[src/rtl/mul_div_unit_pkg.sv]
// Shared M-extension definitions: op codes, FSM states and op-class decode helpers.
package mul_div_unit_pkg;

    localparam int XLEN = 32;
    localparam int ITER = 32;

    localparam logic [7:0] MD_MUL    = 8'h20;
    localparam logic [7:0] MD_MULH   = 8'h21;
    localparam logic [7:0] MD_MULHSU = 8'h22;
    localparam logic [7:0] MD_MULHU  = 8'h23;
    localparam logic [7:0] MD_DIV    = 8'h24;
    localparam logic [7:0] MD_DIVU   = 8'h25;
    localparam logic [7:0] MD_REM    = 8'h26;
    localparam logic [7:0] MD_REMU   = 8'h27;

    typedef enum logic [1:0] {
        ST_IDLE = 2'd0,
        ST_CALC = 2'd1,
        ST_FIX  = 2'd2,
        ST_DONE = 2'd3
    } md_state_e;

    function automatic logic md_legal(input logic [7:0] m);
        return m[7:3] == 5'b00100;
    endfunction

    function automatic logic md_is_div(input logic [7:0] m);
        return md_legal(m) && m[2];
    endfunction

    function automatic logic md_is_rem(input logic [7:0] m);
        return md_legal(m) && m[2] && m[1];
    endfunction

    function automatic logic md_sgn_a(input logic [7:0] m);
        return m == MD_MUL || m == MD_MULH || m == MD_MULHSU || m == MD_DIV || m == MD_REM;
    endfunction

    function automatic logic md_sgn_b(input logic [7:0] m);
        return m == MD_MUL || m == MD_MULH || m == MD_DIV || m == MD_REM;
    endfunction

endpackage

[src/rtl/mul_div_unit_step.sv]
// One radix-2 iteration: right-shifting add for multiply, restoring subtract for divide.
module mul_div_unit_step (
    input  logic        is_div,
    input  logic [63:0] acc,
    input  logic [31:0] opnd,
    output logic [63:0] acc_nxt
);
    logic [32:0] sum;
    logic [33:0] diff;

    always_comb begin
        // multiply: acc = {partial hi, remaining multiplier bits}; divide: acc = {rem, quot}
        sum  = {1'b0, acc[63:32]} + (acc[0] ? {1'b0, opnd} : 33'd0);
        diff = {1'b0, acc[63:31]} - {2'b00, opnd};
        if (is_div)
            acc_nxt = diff[33] ? {acc[62:0], 1'b0} : {diff[31:0], acc[30:0], 1'b1};
        else
            acc_nxt = {sum, acc[31:1]};
    end
endmodule

[src/rtl/mul_div_unit.sv]
// Iterative RV32M multiply/divide unit: magnitude datapath for 32 steps, sign fix-up, one-cycle done.
module mul_div_unit
    import mul_div_unit_pkg::*;
(
    input  logic        clk,
    input  logic        rst,
    input  logic        start,
    input  logic [7:0]  mode_sel,
    input  logic [31:0] num1,
    input  logic [31:0] num2,
    output logic        busy,
    output logic        done,
    output logic [31:0] mul_dout,
    output logic        error
);
    md_state_e   state_q, state_d;
    logic [4:0]  counter_q, counter_d;
    logic [63:0] acc_q, acc_d;
    logic [31:0] opnd_b_q, opnd_b_d;
    logic        neg_res_q, neg_res_d;
    logic [7:0]  mode_q, mode_d;
    logic [31:0] mul_dout_q, mul_dout_d;
    logic        done_q, done_d;
    logic        error_q, error_d;

    logic        a_neg, b_neg;
    logic [31:0] a_mag, b_mag;
    logic [63:0] step_acc, prod;
    logic [31:0] quot, remv;

    assign a_neg = md_sgn_a(mode_sel) && num1[31];
    assign b_neg = md_sgn_b(mode_sel) && num2[31];
    assign a_mag = a_neg ? (32'd0 - num1) : num1;
    assign b_mag = b_neg ? (32'd0 - num2) : num2;

    assign prod = neg_res_q ? (64'd0 - acc_q) : acc_q;
    assign quot = neg_res_q ? (32'd0 - acc_q[31:0]) : acc_q[31:0];
    assign remv = neg_res_q ? (32'd0 - acc_q[63:32]) : acc_q[63:32];

    mul_div_unit_step u_step (
        .is_div  (md_is_div(mode_q)),
        .acc     (acc_q),
        .opnd    (opnd_b_q),
        .acc_nxt (step_acc)
    );

    always_comb begin
        state_d    = state_q;
        counter_d  = counter_q;
        acc_d      = acc_q;
        opnd_b_d   = opnd_b_q;
        neg_res_d  = neg_res_q;
        mode_d     = mode_q;
        mul_dout_d = mul_dout_q;
        done_d     = 1'b0;
        error_d    = 1'b0;
        case (state_q)
            ST_IDLE: if (start) begin
                mode_d = mode_sel;
                if (!md_legal(mode_sel)) begin
                    mul_dout_d = 32'd0;
                    error_d    = 1'b1;
                    done_d     = 1'b1;
                    state_d    = ST_DONE;
                end else if (md_is_div(mode_sel) && num2 == 32'd0) begin
                    mul_dout_d = md_is_rem(mode_sel) ? num1 : 32'hFFFF_FFFF;
                    done_d     = 1'b1;
                    state_d    = ST_DONE;
                end else if (md_is_div(mode_sel) && md_sgn_a(mode_sel) &&
                             num1 == 32'h8000_0000 && num2 == 32'hFFFF_FFFF) begin
                    mul_dout_d = md_is_rem(mode_sel) ? 32'd0 : 32'h8000_0000;
                    done_d     = 1'b1;
                    state_d    = ST_DONE;
                end else begin
                    // divide iterates on the dividend, multiply on the multiplier
                    if (md_is_div(mode_sel)) begin
                        acc_d     = {32'd0, a_mag};
                        opnd_b_d  = b_mag;
                        neg_res_d = md_is_rem(mode_sel) ? a_neg : (a_neg ^ b_neg);
                    end else begin
                        acc_d     = {32'd0, b_mag};
                        opnd_b_d  = a_mag;
                        neg_res_d = a_neg ^ b_neg;
                    end
                    counter_d = 5'd31;
                    state_d   = ST_CALC;
                end
            end
            ST_CALC: begin
                acc_d = step_acc;
                if (counter_q == 5'd0)
                    state_d = ST_FIX;
                else
                    counter_d = counter_q - 5'd1;
            end
            ST_FIX: begin
                case (mode_q)
                    MD_MUL:                       mul_dout_d = prod[31:0];
                    MD_MULH, MD_MULHSU, MD_MULHU: mul_dout_d = prod[63:32];
                    MD_DIV, MD_DIVU:              mul_dout_d = quot;
                    MD_REM, MD_REMU:              mul_dout_d = remv;
                    default:                      mul_dout_d = 32'd0;
                endcase
                done_d  = 1'b1;
                state_d = ST_DONE;
            end
            ST_DONE: state_d = ST_IDLE;
            default: state_d = ST_IDLE;
        endcase
    end

    always_ff @(posedge clk) begin
        if (rst) begin
            state_q    <= ST_IDLE;
            counter_q  <= 5'd0;
            acc_q      <= 64'd0;
            opnd_b_q   <= 32'd0;
            neg_res_q  <= 1'b0;
            mode_q     <= 8'd0;
            mul_dout_q <= 32'd0;
            done_q     <= 1'b0;
            error_q    <= 1'b0;
        end else begin
            state_q    <= state_d;
            counter_q  <= counter_d;
            acc_q      <= acc_d;
            opnd_b_q   <= opnd_b_d;
            neg_res_q  <= neg_res_d;
            mode_q     <= mode_d;
            mul_dout_q <= mul_dout_d;
            done_q     <= done_d;
            error_q    <= error_d;
        end
    end

    assign busy     = state_q != ST_IDLE;
    assign done     = done_q;
    assign error    = error_q;
    assign mul_dout = mul_dout_q;

endmodule

[config.mk]
export PLATFORM = sky130hd
export DESIGN_NAME = mul_div_unit
export DESIGN_NICKNAME = d
export VERILOG_FILES = /design/src/rtl/mul_div_unit_pkg.sv /design/src/rtl/mul_div_unit_step.sv /design/src/rtl/mul_div_unit.sv
export SDC_FILE = /design/constraint.sdc
export NUM_CORES = 1
export LEC_CHECK = 0
export CAP_MARGIN = 10
export CELL_PAD_IN_SITES_DETAIL_PLACEMENT = 0
export CELL_PAD_IN_SITES_GLOBAL_PLACEMENT = 1
export CORE_MARGIN = 2
export CORE_UTILIZATION = 47
export CTS_CLUSTER_DIAMETER = 30
export DETAILED_ROUTE_END_ITERATION = 8
export PLACE_DENSITY_LB_ADDON = 0.12
export REMOVE_ABC_BUFFERS = 1
export SKIP_LAST_GASP = 1
export SLEW_MARGIN = 15
export SYNTH_ARGS = -nofsm -noshare
export SYNTH_HDL_FRONTEND = slang
export SYNTH_SLANG_ARGS = --single-unit
[constraint.sdc]
create_clock -name clk -period 5.45 [get_ports clk]
set_input_delay 1.09 -clock clk [delete_from_list [all_inputs] [get_ports clk]]
set_output_delay 1.09 -clock clk [all_outputs]
set_load 0.02 [all_outputs]
==> summary.md, run 1 <==
| Metric | Value |
|---|---|
| Outcome | `finished clean` |
| Slew margin rel. | `27.70%` |
| Unrepaired setup endpoints after global routing | `false` |
| Nets | `2382` |
| Inst Count DP | `2654` |
| DR top layer | `met5` |
| Critical path launch point type | `input pin` |
| Share of cells above drive strength 1 | `about 5.7%` |
| Post-synth ARST share | `0%` |
| Grt ovf | `0` |
| First-pass GRT wire length | `93330 um` |
| Worst-margin pin slew | `roughly 1.1 ns` |
| Register area share after synthesis | `19.10%` |
| Die area | `0.03401 mm2` |
| Worst-path clk slew | `0.07 ns` |
| Worst hold path type | `register to register` |
| Number of hold buffers added after CTS | `0` |
| Initial Util | `47.39%` |
| Met3 Wirelength | `slightly below 5000 um` |
| Clock sinks | `146` |
| Area grow syn2layout | `11.86%` |
| Ports | `110` |
| Total CTS buffers | `17` |
| Worst setup margin | `roughly 1.0 ns` |
| Slew Limit Fails | `0` |
| Minimum clock period | `4.454 ns` |
| Critical path fanouts, max | `25` |
| Antenna violations before repair | `1` |
| CP max-delay cell | `or4_1` |
| Die Height | `184.4 um` |
| Largest net degree at the start of global routing | `72` |
| Main synth FF type | `dfxtp_1` |
| DP HPWL | `47390 um` |
| Final worst-path cycle share | `81.73%` |
| Syn Area/Cell | `6.822 um2` |
| Warnings from Yosys | `0` |
| Final hold violation count | `0` |
| Max VDD drop | `0.2446 mV` |
| Fmax | `224.5 MHz` |
| Finished Cell Area | `0.01712 mm2` |
| WS Path Type | `input pin to register` |
| Vias per inst | `approximately 6.4` |
| Vias | `17260` |
| Critical Path RT | `5.80 ns` |
| Die Width | `about 180 um` |
| ANT cells | `0` |
| PwrDens | `305.7 mW/mm2` |
| Avg WL per Cell | `roughly 23 um` |
| Non-Filler Instances | `2686` |
| Placeable core area | `0.03229 mm2` |
| Root Buffer | `clkbuf_16` |
| Post-route DRC | `0` |
| Setup Skew | `0.01074 ns` |
| Most frequent cells in the layout | `nand2_1 (302), nor2_1 (235), a21oi_1 (184)` |
| CP arrival | `approximately 4.8 ns` |
| Initial DRT Pass Iterations | `6` |
| EDFF count, synth | `0` |
| Lkg Pwr | `6.517 nW` |
| Post-synthesis cell type count | `90` |
| Bufs and invs on worst path | `3` |
| Pre-CTS WS | `0.6210 ns` |
| DRT met1 WL | `26950 um` |
| CTS tree | `yes` |
| Setup violations, final | `0` |
| Clock Tree Buf Depth | `2` |
| Synth Cell Area | `0.01530 mm2` |
| Post-CTS sizing | `0` |
| Slowest Stage Delay on Critical Path | `0.64 ns` |
| GR Util All Layers | `35.68%` |
| Post-CTS Repair Setup Buffers | `0` |
| Vias in the first global route | `15640` |
| GP Congestion | `0.9665` |
| H-tree levels | `4` |
| CP endpoint kind | `register` |
| IO Port Bufs | `109` |
| WL met2 | `approximately 27000 um` |
| Crit path cell chain | `clkdlybuf4s50_1 -> or4_4 -> or4_1 -> or2_1 -> o22ai_2 -> and2_1 -> nor2_2 -> buf_4 -> a21oi_2 -> buf_4 -> a211oi_1 -> a211oi_1` |
| Synth Instances | `roughly 2200` |
| Sum Neg Setup Slack | `0 ns` |
| Wirelength, routed | `61680 um` |
| Placed instance area | `0.01655 mm2` |
| ANT nets after route | `0` |
| Synthesized flop and latch total | `146` |
| Most common cell after layout, fill and taps aside | `nand2_1` |
| Clk_lat worst skew | `0.45 ns` |
| Max_cap viols | `0` |
| Initial DRC count | `about 1800` |
| Site row count | `66` |
| Top cell family by delay on the critical path | `simple AND/OR/NAND/NOR gates` |
-- state kept, by name, indices dropped and copies added (netlist names) --
register	cells
state_q	2
mode_q	8
counter_q	5
acc_q	64
done	1
neg_res_q	1
mul_dout	32
error	1
opnd_b_q	32
-- worst reg2reg max path, stage by stage (launching register included) --
cell and delay [ns]:
dfxtp_1 0.44, clkinv_1 0.27, buf_4 0.32, nor2_1 0.14, ha_1 0.28, o21a_1 0.18, o31a_1 0.15, a21oi_1 0.31
o21ai_0 0.26, a21oi_1 0.46, a21boi_0 0.33, a211oi_1 0.47, nand4b_1 0.17, a22o_1 0.23
-- metrics by stage --
| step | util (%) | total power, mW | hold WS [ns] |
|---|---|---|---|
| 6_report | 53.01 | 5.231 | 0.4530 |
| 5_1_grt | 53.01 | 5.478 | 0.4738 |
| 4_1_cts | 53.01 | 5.178 | 0.4530 |
| 3_5_place_dp | 51.26 | 4.005 | 0.4453 |
| 3_3_place_gp | 51.26 | 3.988 | 0.4396 |
| 2_1_floorplan | - | 3.043 | 0.4258 |
-- power breakdown --
group / internal, mW / switching (mW) / leakage, nW / total [mW]
clock: 0.611 / 0.569 / 0.262 / 1.18
sequential: 1.26 / 0.273 / 1.19 / 1.54
combinational: 0.910 / 1.61 / 5.07 / 2.52
-- cells by family (layout without fill, tap and decap cells) --
| logic type | count (synthesis) | count (layout) | share of synthesized area [%] |
|---|---|---|---|
| multiplexers | 20 | 20 | 1.341 |
| AND/OR/NAND/NOR | 851 | 851 | 26.04 |
| adder cells (fa/ha/maj) | 76 | 76 | 6.313 |
| AO/OA/AOI/OAI | 745 | 745 | 31.90 |
| flip-flops | 146 | 146 | 19.10 |
| buffers and inverters | 258 | 259 | 6.885 |
| XOR/XNOR | 147 | 147 | 8.414 |
-- area by class of cell --
class	instances	area, um2
clock buffers	18	439.2
flip-flops and latches	146	2924
fillers	3186	15170
repair buffers	150	1421
clock inverters	14	123.9
inverters	77	289.0
well taps	442	553.0
multi-input cells	1839	11360
-- layer usage --
layer | global-route usage (%) | vias to the layer above
met2 | 56.41 | 863
met5 | 0 | -
met3 | 4.228 | 130
li1 | - | 8150
met4 | 14.30 | 2
met1 | 49.28 | 8115
-- path summary, 6_finish.rpt --
kind | endpoint | depth (start not counted) | startpoint | slack (ns)
hold / removal | opnd_b_q[30] | 2 | opnd_b_q[30] | 0.45
setup reg to reg | acc_q[63] | 13 | acc_q[0] | 1.33
setup / recovery | acc_q[1] | 12 | num1[2] | 1.0
hold reg to reg | opnd_b_q[30] | 2 | opnd_b_q[30] | 0.45
-- Yosys cell counts, types with 6 or more instances --
master,number,area (um2)
nand2b_1,16,100.1
o22ai_1,11,68.82
a22oi_1,17,127.6
and2_1,13,81.33
a22o_1,13,113.9
o31a_1,9,78.83
nor3_1,70,350.3
o221ai_1,7,61.31
nor2b_1,14,87.58
buf_2,19,95.09
a31oi_1,25,156.4
o21a_1,13,97.59
a21o_1,36,270.3
nand4_1,33,206.5
mux2i_1,16,160.2
a221oi_1,10,87.58
dfxtp_1,146,2923
inv_1,76,285.3
ha_1,74,925.9
or2_2,10,62.56
a32o_1,7,70.07
a211oi_1,77,578.1
buf_6,6,67.56
o31ai_1,14,105.1
nand2_1,304,1141
or3_1,19,118.9
nand3b_1,8,60.06
o21ai_1,11,55.05
nor4_1,28,175.2
xnor2_1,79,691.9
or4_4,8,90.09
o21bai_1,8,60.06
o211ai_1,42,315.3
clkbuf_1,147,551.8
o21ai_0,165,825.8
a21boi_0,7,52.55
o41ai_1,16,140.1
xor2_1,68,595.6
a21oi_1,184,920.9
a311oi_1,19,166.4
and3_1,20,125.1
nand3_1,33,165.2
or4_1,16,120.1
nor2_1,235,882.1
No activity file was read; power rests on OpenSTA's default activity.
==> inputs of run 2 (changes only) <==
CORE_UTILIZATION = 44   (was 47)
clock period = 4.5 ns   (was 5.45 ns; I/O delays follow)
==> run 2 against run 1 <==
Clock skew is 0.0078 ns higher; largest power group unchanged; sequential cell count stayed put; die area is 6.7% higher; hold slack better by 0.0051 ns; cell area is 2.3% higher; global-route usage is 2.6 points lower.
==> summary.md, run 2 (synthesized netlist as in run 1, its figures left out) <==
| Metric | Value |
|---|---|
| Post-route DRC | `0` |
| WS Path Type | `register to register` |
| Grt ovf | `0` |
| Critical path launch point type | `register` |
| Max_cap viols | `0` |
| H-tree levels | `4` |
| ANT nets after route | `0` |
| Vias | `17360` |
| Clock Tree Buf Depth | `2` |
| Setup Skew | `approximately 0.019 ns` |
| Min-Delay Path Depth | `2` |
| Most common cell after layout, fill and taps aside | `nand2_1` |
| Die Height | `190.5 um` |
| IO Port Bufs | `109` |
| Worst hold path type | `register to register` |
| Vias in the first global route | `15930` |
| Total CTS buffers | `17` |
| Fillers | `3545` |
| Fmax | `244.9 MHz` |
| ANT cells | `0` |
| Total power | `6.521 mW` |
| Site row count | `68` |
| Largest reg by FF count | `acc_q` |
| Initial DRT Pass Iterations | `5` |
| Placeable core area | `0.03437 mm2` |
| Critical path fanouts, max | `11` |
| Psw | `2.939 mW` |
| Cell Int Power | `3.583 mW` |
| Sequential power share | `28.2%` |
| Die area | `around 0.036 mm2` |
| DP HPWL | `46860 um` |
| Switching share of power | `45.06%` |
| Critical Path RT | `4.83 ns` |
| Clk_lat worst skew | `between 0.4 and 0.5 ns` |
| GR Util All Layers | `33.04%` |
| Initial DRC count | `around 1800` |
| Vias per inst | `6.343` |
| Worst-path clk slew | `0.07 ns` |
| Setup violations, final | `0` |
| GP Congestion | `around 0.94` |
| Root Buffer | `clkbuf_16` |
| Max reg flops | `64` |
| Ports | `110` |
| Logic pwr share | `48.3%` |
| CP endpoint kind | `register` |
| Max VDD drop | `0.3413 mV` |
| Number of hold buffers added after CTS | `0` |
| Unrepaired setup endpoints after global routing | `false` |
| Slew margin rel. | `a little over two fifths` |
| Final worst-path cycle share | `90.72%` |
| Avg WL per Cell | `22.23 um` |
| CTS tree | `yes` |
| PwrDens | `around 370 mW/mm2` |
| Post-CTS sizing | `0` |
| First-pass GRT wire length | `92900 um` |
| Largest net degree at the start of global routing | `70` |
| Wirelength, routed | `60860 um` |
| Die Width | `190.5 um` |
| Lkg Pwr | `6.748 nW` |
| Worst-margin pin slew | `0.8554 ns` |
| Path depth of the worst reg2reg path | `12` |
| Clock sinks | `146` |
| Final hold violation count | `0` |
| Most frequent cells in the layout | `nand2_1 (302), nor2_1 (235), a21oi_1 (184)` |
| Outcome | `finished clean` |
| Minimum clock period | `4.083 ns` |
| Core Util, Final | `a little over 50%` |
| CP arrival | `about 4.4 ns` |
| Nets | `approximately 2400` |
| Initial Util | `roughly 45%` |
| Post-CTS Repair Setup Buffers | `0` |
| Antenna violations before repair | `1` |
| Share of cells above drive strength 1 | `7.230%` |
| Area grow syn2layout | `14.41%` |
| Clk pwr share | `23.5%` |
| Slew Limit Fails | `0` |
==> run 2: changes by cell type in the layout (fill, tap and decap cells not counted) <==
cell | before | now
bufinv_16 | 0 | 3
buf_4 | 40 | 75
inv_6 | 4 | 3
a21boi_2 | 1 | 0
clkinv_2 | 0 | 2
buf_12 | 2 | 5
a21boi_4 | 0 | 1
inv_8 | 3 | 0
clkbuf_8 | 1 | 0
==> run 2: per-stage QoR <==
step	area, um2	setup TNS, ns	cells	setup WS (ns)	hold WS, ns
after floorplan	14540	-17.73	2062	-0.6429	0.4258
after global placement	16890	0	2705	0.1923	0.4410
after detailed placement	16890	0	2705	0.06222	0.4480
after CTS	17500	0	2737	0.5176	0.4586
after global routing	17510	0	2737	0.1023	0.4675
final	17510	0	2737	0.4175	0.4581
==> run 2: power by group through the flow <==
stage                     Combinational, mW  Sequential (mW)  Clock, mW
final                                  3.15             1.84       1.54
after detailed placement               3.06             1.86          0
after global routing                   3.39             1.87       1.60
after CTS                              3.07             1.83       1.55
after floorplan                        1.79             1.89          0
after global placement                 3.02             1.85          0
==> run 2: layout make-up <==
| class | count | area (um2) | area share [%] |
|---|---|---|---|
| flip-flops and latches | 146 | 2924 | 16.70 |
| multi-input cells | 1839 | 11370 | 64.96 |
| inverters | 77 | 289.0 | 1.651 |
| well taps | 455 | 569.3 | 3.252 |
| repair buffers | 188 | 1744 | 9.964 |
| clock buffers | 17 | 425.4 | 2.430 |
| clock inverters | 15 | 181.4 | 1.036 |
==> run 2: critical path: stages (launching register included) <==
cell,delay (ns)
dfxtp_1,0.42
clkinv_1,0.39
nor2_1,0.21
ha_1,0.28
nor2b_1,0.17
o31a_1,0.29
a21oi_1,0.31
o21ai_0,0.27
a21oi_1,0.51
a21boi_0,0.32
a211oi_1,0.46
xor2_1,0.24
o211ai_1,0.10
==> run 2: worst paths after layout <==
check                                   from      endpoint  slack [ns]
worst max-delay path                acc_q[0]     acc_q[59]        0.42
worst min-delay path            opnd_b_q[26]  opnd_b_q[26]        0.46
worst max register to register      acc_q[0]     acc_q[59]        0.42
worst min register to register  opnd_b_q[26]  opnd_b_q[26]        0.46
==> run 2: metal layers <==
layer / part of all wire, % / global-route usage, % / vias to the layer above
met2: 45 / 52.07 / 752
met5: 0.021 / 0 / -
li1: - / - / 8205
met1: 45 / 45.15 / 8288
met3: 7.1 / 5.245 / 113
met4: 3.6 / 12.67 / 2
